File: src/rtl/bias_load_ctrl_if.sv
// rtl/bias_load_ctrl_if.sv - memory read port, bias buffer port and compute-engine handshake
interface bias_load_ctrl_if #(
    parameter int ADDR_W = 16
);
    logic              mem_req;
    logic [ADDR_W-1:0] mem_addr;
    logic              mem_valid;
    logic [63:0]       mem_rdata;
    logic              buf_readen;
    logic [6:0]        buf_in_index;
    logic [63:0]       buf_datain;
    logic [6:0]        buf_out_index;
    logic              bias_next;
    logic              bias_valid;

    modport master (
        output mem_req, mem_addr, buf_readen, buf_in_index, buf_datain,
               buf_out_index, bias_valid,
        input  mem_valid, mem_rdata, bias_next
    );

    modport slave (
        input  mem_req, mem_addr, buf_readen, buf_in_index, buf_datain,
               buf_out_index, bias_valid,
        output mem_valid, mem_rdata, bias_next
    );
endinterface

File: src/rtl/bias_load_ctrl.sv
// rtl/bias_load_ctrl.sv - fetches a layer's biases into the bias buffer, then serves them per channel
module bias_load_ctrl #(
    parameter int MAX_CH = 8,
    parameter int ADDR_W = 16
) (
    input  logic              clk,
    input  logic              rst,
    input  logic              start,
    input  logic [6:0]        num_ch,
    input  logic [ADDR_W-1:0] base_addr,
    output logic              busy,
    output logic              done,
    bias_load_ctrl_if.master  bus
);
    typedef enum logic [2:0] {
        S_IDLE, S_FETCH, S_WRITE, S_PRIME, S_SERVE, S_DONE
    } state_t;

    localparam logic [7:0] MAX_CH_W = 8'(MAX_CH);

    state_t            state, state_nx;
    logic [6:0]        n_in;
    logic [6:0]        n_q;
    logic [6:0]        n_m1;
    logic [6:0]        last_beat;
    logic [6:0]        b_q;
    logic [6:0]        c_q;
    logic              bv_q;
    logic              accept;
    logic [ADDR_W-1:0] addr_q;
    logic [6:0]        in_idx_q;
    logic [63:0]       datain_q;
    logic [6:0]        out_idx_q;

    always_comb begin
        if ({1'b0, num_ch} > MAX_CH_W) n_in = MAX_CH_W[6:0];
        else                           n_in = num_ch;
    end

    // beats-1 == (n-1)>>2 for n >= 1, so no extra adder is needed
    assign n_m1      = n_q - 7'd1;
    assign last_beat = {2'b00, n_m1[6:2]};

    assign bus.mem_req       = (state == S_FETCH);
    assign bus.mem_addr      = addr_q;
    assign bus.buf_readen    = (state == S_WRITE);
    assign bus.buf_in_index  = in_idx_q;
    assign bus.buf_datain    = datain_q;
    assign bus.buf_out_index = out_idx_q;
    assign bus.bias_valid    = (state == S_SERVE) && bv_q;
    assign busy              = (state != S_IDLE);
    assign done              = (state == S_DONE);
    assign accept            = bus.bias_valid && bus.bias_next;

    always_ff @(posedge clk) begin
        if (!rst) state <= S_IDLE;
        else      state <= state_nx;
    end

    always_comb begin
        state_nx = state;
        case (state)
            S_IDLE:  if (start) state_nx = (n_in == 7'd0) ? S_DONE : S_FETCH;
            S_FETCH: if (bus.mem_valid) state_nx = S_WRITE;
            S_WRITE: state_nx = (b_q == last_beat) ? S_PRIME : S_FETCH;
            S_PRIME: state_nx = S_SERVE;
            S_SERVE: if (accept && (c_q == n_m1)) state_nx = S_DONE;
            S_DONE:  state_nx = S_IDLE;
            default: state_nx = S_IDLE;
        endcase
    end

    always_ff @(posedge clk) begin
        if (!rst) begin
            n_q       <= '0;
            b_q       <= '0;
            c_q       <= '0;
            bv_q      <= 1'b0;
            addr_q    <= '0;
            in_idx_q  <= '0;
            datain_q  <= '0;
            out_idx_q <= '0;
        end else begin
            case (state)
                S_IDLE: begin
                    if (start && (n_in != 7'd0)) begin
                        n_q       <= n_in;
                        addr_q    <= base_addr;
                        b_q       <= '0;
                        c_q       <= '0;
                        out_idx_q <= '0;
                        bv_q      <= 1'b0;
                    end
                end
                S_FETCH: begin
                    if (bus.mem_valid) begin
                        datain_q <= bus.mem_rdata;
                        in_idx_q <= b_q;
                    end
                end
                S_WRITE: begin
                    if (b_q != last_beat) begin
                        b_q    <= b_q + 7'd1;
                        addr_q <= addr_q + ADDR_W'(1);
                    end
                end
                // index 0 was set at start; the buffer registers it this cycle
                S_PRIME: bv_q <= 1'b1;
                S_SERVE: begin
                    if (accept) begin
                        bv_q <= 1'b0;
                        if (c_q != n_m1) begin
                            c_q       <= c_q + 7'd1;
                            out_idx_q <= out_idx_q + 7'd1;
                        end
                    end else if (!bv_q) begin
                        bv_q <= 1'b1;
                    end
                end
                default: bv_q <= 1'b0;
            endcase
        end
    end
endmodule

File: src/flat_wrapper.sv
// flat-port wrapper written by rule: the top's interface ports become plain ports
module bias_load_ctrl_flat 
#(
    parameter int MAX_CH = 8,
    parameter int ADDR_W = 16
)
  (clk, rst, start, num_ch, base_addr, busy, done, bus_mem_req, bus_mem_addr, bus_buf_readen, bus_buf_in_index, bus_buf_datain, bus_buf_out_index, bus_bias_valid, bus_mem_valid, bus_mem_rdata, bus_bias_next);
  bias_load_ctrl_if #(.ADDR_W(ADDR_W)) bus_i ();
  input  logic clk;
  input  logic rst;
  input  logic start;
  input  logic [6:0] num_ch;
  input  logic [ADDR_W-1:0] base_addr;
  output logic busy;
  output logic done;
  output wire logic [$bits(bus_i.mem_req)-1:0] bus_mem_req;
  output wire logic [$bits(bus_i.mem_addr)-1:0] bus_mem_addr;
  output wire logic [$bits(bus_i.buf_readen)-1:0] bus_buf_readen;
  output wire logic [$bits(bus_i.buf_in_index)-1:0] bus_buf_in_index;
  output wire logic [$bits(bus_i.buf_datain)-1:0] bus_buf_datain;
  output wire logic [$bits(bus_i.buf_out_index)-1:0] bus_buf_out_index;
  output wire logic [$bits(bus_i.bias_valid)-1:0] bus_bias_valid;
  input wire logic [$bits(bus_i.mem_valid)-1:0] bus_mem_valid;
  input wire logic [$bits(bus_i.mem_rdata)-1:0] bus_mem_rdata;
  input wire logic [$bits(bus_i.bias_next)-1:0] bus_bias_next;
  assign bus_mem_req = bus_i.mem_req;
  assign bus_mem_addr = bus_i.mem_addr;
  assign bus_buf_readen = bus_i.buf_readen;
  assign bus_buf_in_index = bus_i.buf_in_index;
  assign bus_buf_datain = bus_i.buf_datain;
  assign bus_buf_out_index = bus_i.buf_out_index;
  assign bus_bias_valid = bus_i.bias_valid;
  assign bus_i.mem_valid = bus_mem_valid;
  assign bus_i.mem_rdata = bus_mem_rdata;
  assign bus_i.bias_next = bus_bias_next;
  bias_load_ctrl #(.MAX_CH(MAX_CH), .ADDR_W(ADDR_W)) u_core (.clk(clk), .rst(rst), .start(start), .num_ch(num_ch), .base_addr(base_addr), .busy(busy), .done(done), .bus(bus_i));
endmodule
File: config.mk
export PLATFORM = sky130hd
export DESIGN_NAME = bias_load_ctrl_flat
export DESIGN_NICKNAME = d
export VERILOG_FILES = /design/src/rtl/bias_load_ctrl_if.sv /design/src/rtl/bias_load_ctrl.sv /design/src/flat_wrapper.sv
export SDC_FILE = /design/constraint.sdc
export NUM_CORES = 1
export LEC_CHECK = 0
export ABC_AREA = 1
export CAP_MARGIN = 20
export CORE_MARGIN = 2
export CORE_UTILIZATION = 37
export CTS_CLUSTER_SIZE = 28
export DETAILED_ROUTE_END_ITERATION = 7
export GPL_ROUTABILITY_DRIVEN = 0
export PLACE_DENSITY_LB_ADDON = 0.05
export RECOVER_POWER = 50
export SETUP_SLACK_MARGIN = 0.02
export SLEW_MARGIN = 15
export SYNTH_ARGS = -nofsm -noshare
export SYNTH_HDL_FRONTEND = slang
export SYNTH_SLANG_ARGS = --single-unit
File: constraint.sdc
create_clock -name clk -period 3 [get_ports clk]
set_clock_uncertainty 0.15 [all_clocks]
set_input_delay 0.3 -clock clk [delete_from_list [all_inputs] [get_ports clk]]
set_output_delay 0.3 -clock clk [all_outputs]
set_load 0.02 [all_outputs]
==> metrics <==
count of state elements after synthesis=119; wire length reported by the detailed router=16700 um; post-route fraction of the period consumed by the critical path=92.1%; number of placement rows=44; average footprint of a synthesized cell=7.02 sq um; pin count of the biggest net entering global routing=84; final non-filler cell area=8200 sq um; remaining max-slew budget at the tightest pin=15.3%; area of the core=14600 sq um; largest delay contributor family on the critical path=buffers and inverters; met1 wire length=7370 um; leakage power figure=3.66 nW; placed instance area=7580 sq um; post-route DRC violation count=0; Setup crit start=u_core.state[0]; Fill cells=1372; peak per-stage delay on the critical path=0.70 ns; net switching power=2.54 mW; via/cell ratio=4.95; worst hold path startpoint=rst; setup violation total in the final timing report=0; launching point of the worst reg2reg path=u_core.state[0]; combined global-route utilization of all metal layers=21.0%; crit path DAT=2.31 ns; fraction of power consumed by combinational cells=36.2%; number of gates given a new drive strength after cts=0; commonest non-fill, non-tap cell in the layout=sky130_fd_sc_hd__nor2_1; highest metal used=met4; Antenna Nets Post-Route=0; Maximum Capacitance Violations=0; overall overflow remaining after global route=0; die area=16100 sq um; post-synth cell types=33; first-pass GRT wire length=27500 um; CP Max Fanout=12; aggregate negative setup slack=0 ns; slowest stage cell, crit path=sky130_fd_sc_hd__clkdlybuf4s50_1; met3 layer wire length in the routed design=1540 um; fraction of final layout cells with drive strength greater than 1=8.12%; initial antenna violation count=0; Num CTS Buffers=17; relative area change from synthesis to final layout=46.5%; ys flop type=sky130_fd_sc_hd__dfxtp_1; cell-by-cell trace of the critical path=nor2_2, nand2_1, inv_1, clkdlybuf4s50_1; number of enable flip-flop cells after synthesis=0; CTS H-tree lvls=4; number of top-level design ports=191; TritonCTS Sinks=119; sequential cell fraction of total power=32.4%; Syn Std Cell Area=5600 sq um; most used cells in the layout excluding fill and tap cells=sky130_fd_sc_hd__nor2_1, sky130_fd_sc_hd__nand2_1, sky130_fd_sc_hd__dfxtp_1; Syn Nets=895; final hold vios=0; endpoint kind of the worst setup timing path=output pin; Iteration-0 DRC Markers=375; sum of met2 wire segment lengths after detailed routing=7520 um; switching share of power=37.1%; clock slew at reported path FFs=0.05 ns; cell count after synthesis=798; WP data required=2.55 ns; maximum clock frequency=0.362 GHz; share of synthesized flip-flops with an asynchronous set or reset=0%; average wire per cell in the routed design=14.3 um; WS Path Type=register to output pin; CTS tree=done; PwrDens=834 nW/um^2; Least-Margin Pin Slew=1.27 ns; vias in the first global route=5702; die width=127 um; count of buffering cells on the critical path with inverters included=2; total placed cells including tap cells=1137; number of search-and-repair iterations in the first detailed-routing pass=4; nature of the critical path startpoint=register; die boundary height=127 um; Hold Worst Slack=0.275 ns; final-report max-slew violation count=0; clock latency on the worst-skew pair=0.41 ns; maximum root-to-sink buffer count=2; diode count=0; area taken by multi-input logic gates=2810 sq um; Tightest Hold Check Type=primary input to register; Clk pwr share=31.4%; peak supply drop=0.000459 V; non-filler instance count after layout=1169; via count of the routed design=5785; number of buffers inserted for hold repair after clock tree synthesis=0; internal power component=4.30 mW; unrepaired setup endpoints after global routing=no; run status=completed; Final #Nets=1069; CTS root buffer=sky130_fd_sc_hd__clkbuf_16; half-perimeter wire length after detailed placement=11500 um; number of warnings printed during yosys synthesis=0; min cycle time layout=2.76 ns; FF/Latch Area=2380 sq um; Port Buffers=190; sequential cell area fraction in the yosys report=42.5%; initial core utilization=38.2%; setup repair bufs after CTS=0
## worst reg2reg max path, cell delays in order, from the launching register on
cell                       delay, ns
sky130_fd_sc_hd__dfxtp_1        0.42
sky130_fd_sc_hd__inv_1          0.06
sky130_fd_sc_hd__nor2_1         0.11
sky130_fd_sc_hd__inv_2          0.06
sky130_fd_sc_hd__nor2_2         0.13
sky130_fd_sc_hd__inv_1          0.11
sky130_fd_sc_hd__nor2_4         0.13
sky130_fd_sc_hd__clkbuf_2       0.97
sky130_fd_sc_hd__o21ai_0        0.25
sky130_fd_sc_hd__nor2_1         0.14
## cells in the mapped netlist (2+ instances only)
cell	count	area (sq um)
sky130_fd_sc_hd__nor2_1	188	706
sky130_fd_sc_hd__nand2_1	121	454
sky130_fd_sc_hd__dfxtp_1	119	2380
sky130_fd_sc_hd__o21ai_0	86	430
sky130_fd_sc_hd__nand3_1	62	310
sky130_fd_sc_hd__inv_1	48	180
sky130_fd_sc_hd__a21oi_1	27	135
sky130_fd_sc_hd__xor2_1	23	201
sky130_fd_sc_hd__clkbuf_1	20	75.1
sky130_fd_sc_hd__buf_2	15	75.1
sky130_fd_sc_hd__nand4_1	14	87.6
sky130_fd_sc_hd__nand2_2	13	81.3
sky130_fd_sc_hd__a21oi_2	10	87.6
sky130_fd_sc_hd__nor3_1	10	50.1
sky130_fd_sc_hd__nor2_2	7	43.8
sky130_fd_sc_hd__ha_1	5	62.6
sky130_fd_sc_hd__inv_2	5	18.8
sky130_fd_sc_hd__buf_6	3	33.8
sky130_fd_sc_hd__or2_2	3	18.8
sky130_fd_sc_hd__buf_1	2	7.51
sky130_fd_sc_hd__nand3b_1	2	15.0
sky130_fd_sc_hd__o21ai_1	2	10.0
sky130_fd_sc_hd__o32ai_1	2	17.5
sky130_fd_sc_hd__xnor2_1	2	17.5
## layer usage
layer	up-vias	global-route usage [%]
li1	2927	-
met1	2652	25.3
met2	186	33.5
met3	20	9.09
met4	0	7.69
met5	-	0
## worst paths after layout
kind	end	slack, ns	depth (start not counted)
setup reg to reg	u_core.bus.buf_datain[12]	0.41	9
hold / removal	u_core.bus.mem_addr[3]	0.28	3
setup / recovery	bus_buf_readen	0.24	4
hold reg to reg	u_core.n_q[6]	0.31	2
## power groups by stage
stage | combinational (mW) | sequential, mW | clock [mW]
floorplan | 1.19 | 2.60 | 0
global placement | 2.57 | 2.24 | 0
detailed placement | 2.60 | 2.25 | 0
CTS | 2.61 | 2.23 | 2.19
global route | 2.73 | 2.28 | 2.26
finish | 2.48 | 2.21 | 2.15
## flip-flops by register name, indices dropped and copies added, names as in the netlist, 3 cells and up
name	count
u_core.bus.buf_in_index	7
u_core.bus.buf_out_index	7
u_core.bus.mem_addr	16
u_core.b_q	7
u_core.bus.buf_datain	64
u_core.n_q	7
u_core.c_q	7
u_core.state	3
## through the flow
step	utilization, %	total power [mW]	setup WS [ns]
global route	56.0	7.27	0.0571
global placement	51.8	4.80	0.384
floorplan	-	3.79	0.990
CTS	56.0	7.03	0.202
finish	56.0	6.84	0.238
detailed placement	51.8	4.84	0.273
## cell type report
class                      instances  area share, %
tap                              184           2.81
sequential                       119           29.0
inverter                          54           2.47
multi-input combinational        584           34.3
timing repair buffer             196           23.8
clock buffer                      20           5.45
clock inverter                    12           2.15
## logic make-up after synthesis
family	count (synthesis)	synth area share, %
xor+xnor	25	3.91
flops	119	42.5
simple gates	425	32.7
fa+ha+maj	5	1.12
buf+inv	95	7.31
compound gates	129	12.4
Power figures use the tool's default switching activity.
